`config.mk`:
```
export PLATFORM = sky130hd
export DESIGN_NAME = initial_permutation_loader
export DESIGN_NICKNAME = d
export VERILOG_FILES = /design/src/rtl/initial_permutation_loader.sv
export SDC_FILE = /design/constraint.sdc
export NUM_CORES = 1
export LEC_CHECK = 0
export ABC_AREA = 1
export BUFFER_PORTS_ARGS = -buffer_cell sky130_fd_sc_hd__buf_2
export CAP_MARGIN = 20
export CORE_ASPECT_RATIO = 0.6
export CORE_MARGIN = 2
export CORE_UTILIZATION = 35
export DETAILED_ROUTE_END_ITERATION = 8
export GPL_ROUTABILITY_DRIVEN = 1
export SLEW_MARGIN = 0
export SYNTH_ARGS = -nofsm -noshare
export SYNTH_HDL_FRONTEND = slang
export SYNTH_SLANG_ARGS = --single-unit
```
`constraint.sdc`:
```
create_clock -name wClk -period 2.15 [get_ports wClk]
set_input_delay 0.215 -clock wClk [delete_from_list [all_inputs] [get_ports wClk]]
set_output_delay 0.215 -clock wClk [all_outputs]
set_load 0.01 [all_outputs]
```
`src/rtl/initial_permutation_loader.sv`:
```
// Byte-serial DES input stage: assembles a 64-bit block MSB-first and presents
// IP(block) as L0/R0, with one extra block of buffering while the output is busy.
module initial_permutation_loader (
    input  logic        wClk,
    input  logic        wResetN,
    input  logic        wFlush,
    input  logic [7:0]  wByteIn,
    input  logic        wByteValid,
    output logic        rByteReady,
    output logic [31:0] rL0,
    output logic [31:0] rR0,
    output logic        rBlockValid,
    input  logic        wBlockReady,
    output logic        rDbgState
);

    typedef enum logic {
        COLLECT = 1'b0,
        HOLD    = 1'b1
    } state_t;

    // Handshakes: a byte transfers on an edge where wByteValid & rByteReady;
    // a block transfers on an edge where rBlockValid & wBlockReady.

    state_t      state_q, state_d;
    logic [2:0]  count_q, count_d;
    logic [63:0] asm_q, asm_d;
    logic [31:0] l0_q, l0_d;
    logic [31:0] r0_q, r0_d;
    logic        valid_q, valid_d;

    logic        accept;
    logic        slot_free;
    logic [63:0] full_blk;
    logic [63:0] ip_full;
    logic [63:0] ip_held;

    // Output row r takes input bits base_r, base_r-8, ..., base_r-56 (DES numbering).
    function automatic logic [63:0] des_ip(input logic [63:0] blk);
        logic [63:0] o;
        int          base;
        o = '0;
        for (int r = 0; r < 8; r++) begin
            base = (r < 4) ? (58 + 2 * r) : (57 + 2 * (r - 4));
            for (int k = 0; k < 8; k++) begin
                o[63 - 8 * r - k] = blk[64 - base + 8 * k];
            end
        end
        return o;
    endfunction

    assign rByteReady  = (state_q == COLLECT);
    assign accept      = wByteValid & rByteReady;
    assign slot_free   = !valid_q | wBlockReady;
    assign full_blk    = {asm_q[55:0], wByteIn};
    assign ip_full     = des_ip(full_blk);
    assign ip_held     = des_ip(asm_q);

    always_comb begin
        state_d = state_q;
        count_d = count_q;
        asm_d   = asm_q;
        l0_d    = l0_q;
        r0_d    = r0_q;
        valid_d = valid_q;

        if (valid_q && wBlockReady) begin
            valid_d = 1'b0;
        end

        // Flush only touches the intake side; the output register keeps its block.
        if (wFlush) begin
            state_d = COLLECT;
            count_d = 3'd0;
            asm_d   = '0;
        end else begin
            case (state_q)
                COLLECT: begin
                    if (accept) begin
                        if (count_q != 3'd7) begin
                            asm_d   = full_blk;
                            count_d = count_q + 3'd1;
                        end else begin
                            count_d = 3'd0;
                            if (slot_free) begin
                                l0_d    = ip_full[63:32];
                                r0_d    = ip_full[31:0];
                                valid_d = 1'b1;
                            end else begin
                                asm_d   = full_blk;
                                state_d = HOLD;
                            end
                        end
                    end
                end
                HOLD: begin
                    if (slot_free) begin
                        l0_d    = ip_held[63:32];
                        r0_d    = ip_held[31:0];
                        valid_d = 1'b1;
                        state_d = COLLECT;
                    end
                end
                default: state_d = COLLECT;
            endcase
        end
    end

    always_ff @(posedge wClk) begin
        if (!wResetN) begin
            state_q <= COLLECT;
            count_q <= 3'd0;
            asm_q   <= '0;
            l0_q    <= '0;
            r0_q    <= '0;
            valid_q <= 1'b0;
        end else begin
            state_q <= state_d;
            count_q <= count_d;
            asm_q   <= asm_d;
            l0_q    <= l0_d;
            r0_q    <= r0_d;
            valid_q <= valid_d;
        end
    end

    assign rL0         = l0_q;
    assign rR0         = r0_q;
    assign rBlockValid = valid_q;
    assign rDbgState   = state_q;

endmodule
```
# ---- Word level (Yosys, flattened, before mapping)
# Cells that the tools add are included.
dict set report word_totals {
  ff_bits 133
  word_cells 47
  mem_bits_rw 0
  input_bits 13
  romBits 0
  latch_bits 0
  out_inout_bits 67
  mem_count 0
}
dict set report classes {
  n_eq_ne 6
  order_cmp 0
  div 0
  n_mux 23
  reduce_logical 6
  n_shift 0
  n_addsub 1
  mul 0
  bitwise_logic 5
}
# operator count
set op_table {}
lappend op_table {{$mux W32} 8}
lappend op_table {{$mux W64} 2}
lappend op_table {{$pmux W32 S2} 2}
lappend op_table {{$mux W1} 8}
lappend op_table {{$ne A2 B1 Y1 const B} 4}
lappend op_table {{$reduce_and A5 Y1} 1}
lappend op_table {{$pmux W1 S2} 2}
lappend op_table {{$add A3 B1 Y3 const B} 1}
lappend op_table {{$mux W3} 1}
lappend op_table {{$ne A3 B3 Y1 const B} 1}
lappend op_table {{$not A1 Y1} 3}
lappend op_table {{$reduce_and A3 Y1} 1}
lappend op_table {{$ne A2 B2 Y1 const B} 1}
lappend op_table {{$reduce_and A2 Y1} 1}
lappend op_table {{$reduce_or A2 Y1} 1}
lappend op_table {{$and A1 B1 Y1} 1}
lappend op_table {{$logic_and A1 B1 Y1} 1}
lappend op_table {{$logic_not A1 Y1} 1}
lappend op_table {{$or A1 B1 Y1} 1}

# ---- Logic depth before layout (Yosys ltp)
dict set report logic_depth {
  ltp_word 7
  depth_mapped 10
  ltp_nobuf 8
}

# ---- Worst setup path before layout
# OpenSTA, ideal clock, no wires.
dict set report synth_timing {
  path_type {reg2reg}
  start {register count_q[0]}
  end {register asm_q[41]}
  t_required_ns 2.039
  path_stages_with_launch 8
  arrival_time_ns 1.292
  synth_period_minus_slack_ns 1.404
  setup_time_ns 0.111
  setup_slack_ns 0.746
  n_path_buf 1
  path_cell_list {dfxtp_1 -> ha_1 -> ha_1 -> nand2_2 -> buf_1 -> nand3_1 -> nand2_1 -> nor2_1}
}
dict set report synth_via {
  elab_chain_cells 3
  elab_cells_between_ends 4
  cone_classes {2 x eq/ne; 1 x mux; 1 x reduce/logical}
}
# item line
set synth_rtl {}
lappend synth_rtl {{from (decl)} 26} ;# logic [2:0] count_q, count_d;
lappend synth_rtl {{from (signal assigned)} 119} ;# count_q <= count_d;
lappend synth_rtl {{$ne A3 B3 Y1 (*)} 80} ;# if (count_q != 3'd7) begin
lappend synth_rtl {{$ne A2 B1 Y1 (no source line)} --}
lappend synth_rtl {{$reduce_and A3 Y1 (no source line)} --}
lappend synth_rtl {{to (signal assigned)} 120} ;# asm_q <= asm_d;
lappend synth_rtl {{to (decl)} 27} ;# logic [63:0] asm_q, asm_d;
# Every way passes the cells marked *; elsewhere a longest branch is shown, timed or not.
# A chain may end at the register's enable or synchronous reset.

# ---- Worst setup path after layout
dict set report layout_timing {
  start {register state_q, in the netlist rDbgState}
  end {output port rDbgState}
}
# item line
set layout_rtl {}
lappend layout_rtl {{from (decl)} 25} ;# state_t state_q, state_d;
lappend layout_rtl {{from (signal assigned)} 118} ;# state_q <= state_d;
lappend layout_rtl {{to (decl)} 14} ;# output logic rDbgState
# No word-level cell between the ends.

==> impl_table.tex <==
\begin{tabular}{lr}
\hline
Metric & Value \\
\hline
\multicolumn{2}{l}{\textbf{Status}} \\
Run status & finished clean \\
\multicolumn{2}{l}{\textbf{STA}} \\
Endpoints failing setup & 0 \\
Tightest Pin Transition & approximately 0.69 ns \\
Clock period minus final worst setup slack & around 1.7 ns \\
Final Cycle Share & about four fifths \\
RSZ-0062 raised after global routing & no \\
Worst-case clock skew & roughly 0.010 ns \\
Number of max-slew violations in the final report & 0 \\
Highest clock frequency the design can meet & 596 MHz \\
Final number of hold-violating endpoints & 0 \\
Final-layout setup total negative slack & 0 ns \\
Worst relative slew slack & between 50\% and 60\% \\
\multicolumn{2}{l}{\textbf{Clocking}} \\
Number of H-tree levels & 4 \\
Root cell of the clock tree & clkbuf\_16 \\
TritonCTS clock tree & yes \\
CTS Buf Count & 17 \\
Maximum root-to-sink buffer count & 2 \\
Total setup buffers inserted after CTS & 0 \\
Num Clock Sinks & roughly 130 \\
Clock insertion delay at the later pin of the skew report & approximately 0.4 ns \\
Number of buffers added to fix hold violations after cts & 0 \\
Total of cells resized after clock tree synthesis & 0 \\
Clock transition at the registers of the reported paths & about 0.07 ns \\
\multicolumn{2}{l}{\textbf{Global route}} \\
Pin count of the biggest net entering global routing & 81 \\
Total global-route track usage & about 16\% \\
Initial antenna violation count & 0 \\
GRT overflow & 0 \\
Vias in the first global route & 5,220 \\
First-pass GRT wire length & around 24,000 um \\
\multicolumn{2}{l}{\textbf{Logic synthesis}} \\
Fraction of synthesized cell area taken by the top area cell type & 42.8\% \\
Cell area after synthesis & between 0.006 and 0.007 mm2 \\
Synthesized netlist cell count & between 900 and 1,000 \\
Post-synthesis sequential area ratio & between 40\% and 50\% \\
Ranking of synthesized cells by instance count & 274 x nand2\_1, 261 x nor2\_1, 133 x dfxtp\_1, 129 x inv\_1, 68 x o21ai\_0 \\
Leading cell type by number of instances after synthesis & nand2\_1 \\
Net Count, Synth & between 1,000 and 1,500 \\
Cell types occupying the most area after synthesis & dfxtp\_1 43\%, nand2\_1 17\%, nor2\_1 16\%, inv\_1 7.8\%, o21ai\_0 5.5\% \\
Async set or reset register ratio after synthesis & 0\% \\
Flip-flop cell with the highest count after synthesis & dfxtp\_1 \\
Cell taking the most area after synthesis & dfxtp\_1 \\
Number of flops mapped to enable cells by yosys & 0 \\
Number of synthesized register bits & 133 \\
Average instance area after synthesis & 6.29 um2 \\
Post-synth cell types & 19 \\
Synthesis warning total & 0 \\
\multicolumn{2}{l}{\textbf{Route}} \\
Total routed wirelength & 13,900 um \\
Mean number of vias per cell & approximately 4.3 \\
Vias after detailed routing & approximately 5,500 \\
Detail-routed net length per standard cell & about 11 um \\
Router iterations before antenna repair & 4 \\
Total DRC errors in the routed layout & 0 \\
DRT iter0 DRCs & between 300 and 400 \\
Post-DRT Antenna Nets & 0 \\
\multicolumn{2}{l}{\textbf{Floorplanning}} \\
Count of pins on the block boundary & 80 \\
Placeable core area & between 0.015 and 0.02 mm2 \\
Horizontal extent of the die & 176 um \\
Total Die Area & about 0.019 mm2 \\
Effective utilization at floorplan & 36.0\% \\
Die span in y & 107 um \\
Row Count & 37 \\
\multicolumn{2}{l}{\textbf{Flow run}} \\
Reported max-cap violation count & 0 \\
\multicolumn{2}{l}{\textbf{Worst setup path}} \\
Worst endpoint data arrival time & approximately 1.5 ns \\
Critical path required time & just under 2 ns \\
Slowest cell on crit path & buf\_4 \\
Worst reg2reg startpoint & count\_q[0] \\
R2r worst-path depth & 8 \\
Critical Path Max Stage Delay & roughly 0.44 ns \\
WP buf/inv & 2 \\
Cell class contributing the biggest share of worst-path delay & buffers and inverters \\
Worst-path cell chain & buf\_4 -> buf\_2 \\
Logic depth of the worst setup path including buffers & 2 \\
Worst Path Class, Setup & reg2out \\
Reg-to-reg slack, setup & 0.50 ns \\
R2r endpoint & asm\_q[20] \\
Worst setup SP type & register \\
Sort of element at the end of the critical path & primary output \\
Max Fanout on Critical Path & 53 \\
\multicolumn{2}{l}{\textbf{Worst hold path}} \\
Endpoint with the worst hold slack & asm\_q[1] \\
Class of the worst hold path & in2reg \\
Number of stages on the worst hold path & 3 \\
Beginning of the worst hold path & wByteIn[1] \\
\multicolumn{2}{l}{\textbf{Cells and area}} \\
Final core utilization & a little over two fifths \\
Summed area of non-filler cells in the final layout & around 0.0073 mm2 \\
Synth-to-Final Area Change & 17.0\% \\
Fraction of final layout cells sized beyond drive strength 1 & between 10 and 15\% \\
Number of nets in the finished design & between 1,000 and 1,500 \\
Number of diodes & 0 \\
\multicolumn{2}{l}{\textbf{Pwr}} \\
P\_leak & 0.00381 uW \\
Worst voltage drop across the vdd grid & approximately 0.50 mV \\
Power density over cell area & just under 800 mW/mm2 \\
\multicolumn{2}{l}{\textbf{Placement}} \\
Total of buffers placed on input and output ports & $\sim$80 \\
Final RePlAce weighted congestion & between 0.7 and 0.8 \\
Placed standard-cell area & about 0.0067 mm2 \\
Half-perimeter wire length after detailed placement & roughly 8700 um \\
\hline
\end{tabular}
==> layout by cell type (no fill, tap or decap), types with 2 or more instances in the layout <==
| cell type | Yosys | final |
|---|---|---|
| nand2_1 | 274 | 274 |
| nor2_1 | 261 | 261 |
| dfxtp_1 | 133 | 132 |
| inv_1 | 129 | 129 |
| buf_2 | 19 | 79 |
| o21ai_0 | 68 | 68 |
| nand3_1 | 52 | 52 |
| clkbuf_16 | 0 | 17 |
| buf_4 | 15 | 10 |
| inv_6 | 0 | 7 |
| nand2_2 | 3 | 3 |
| ha_1 | 3 | 3 |
| clkinv_4 | 0 | 3 |
| buf_12 | 0 | 3 |
| nor2_4 | 1 | 2 |
| clkinvlp_4 | 0 | 2 |
==> worst max-delay path by stage <==
stage / startpoint / end / slack (ns)
finish: rDbgState / rDbgState / 0.47
global route: count_q[0] / asm_q[15] / 0.30
CTS: rDbgState / rDbgState / 0.45
detailed placement: count_q[0] / asm_q[20] / 0.50
global placement: count_q[0] / rR0[12] / 0.52
floorplan: count_q[0] / asm_q[41] / 0.75
==> per-layer routing <==
layer  wire [um]  vias to the layer above  part of all wire, %  global-route usage, %
li1            -                     3032                    -                      -
met1        7450                     2390                   54                   21.4
met2        5700                       98                   41                   24.5
met3         665                       10                  4.8                   3.51
met4          89                        0                 0.64                   3.90
met5           0                        -                    0                      0
==> worst min-delay path, delay by kind of cell <==
kind                   cells  cell delay [ns]
buffers and inverters      1             0.09
and+or+nand+nor            2             0.12
==> through the flow <==
stage	hold slack (ns)	std cells	total power, uW	setup WS (ns)
after floorplan	0.350	989	2810	0.746
after global placement	0.454	1255	2880	0.524
after detailed placement	0.464	1255	2880	0.504
after CTS	0.0290	1287	5720	0.454
after global routing	0.0404	1287	5890	0.301
final	0.0447	1287	5650	0.471
==> registers in the layout (all words and copies together), names as in the netlist <==
register / flops
count_q: 3
rR0: 32
rDbgState: 1
asm_q: 64
rBlockValid: 1
rL0: 32
==> cell families after synthesis <==
kind of cell    count (synthesis)  synth area share, %
compound gates                 69                 5.64
buf+inv                       191                 13.7
simple gates                  593                 37.2
flops                         133                 42.8
fa+ha+maj                       3                0.604
==> report_power, final <==
part,switching [uW],internal (uW),leakage (uW)
clock network,1180,1650,0.000279
logic,187,98.6,0.00245
registers,31.6,2510,0.00108
total,1390,4260,0.00381
==> cell type report <==
class / count / area, um2
Clock inverter: 14 / 138
Tap cell: 234 / 293
Fill cell: 1822 / 9990
Multi-Input combinational cell: 665 / 2720
Timing Repair Buffer: 92 / 531
Sequential cell: 133 / 2670
Inverter: 131 / 494
Clock buffer: 18 / 439
No activity file was read; power rests on OpenSTA's default activity.
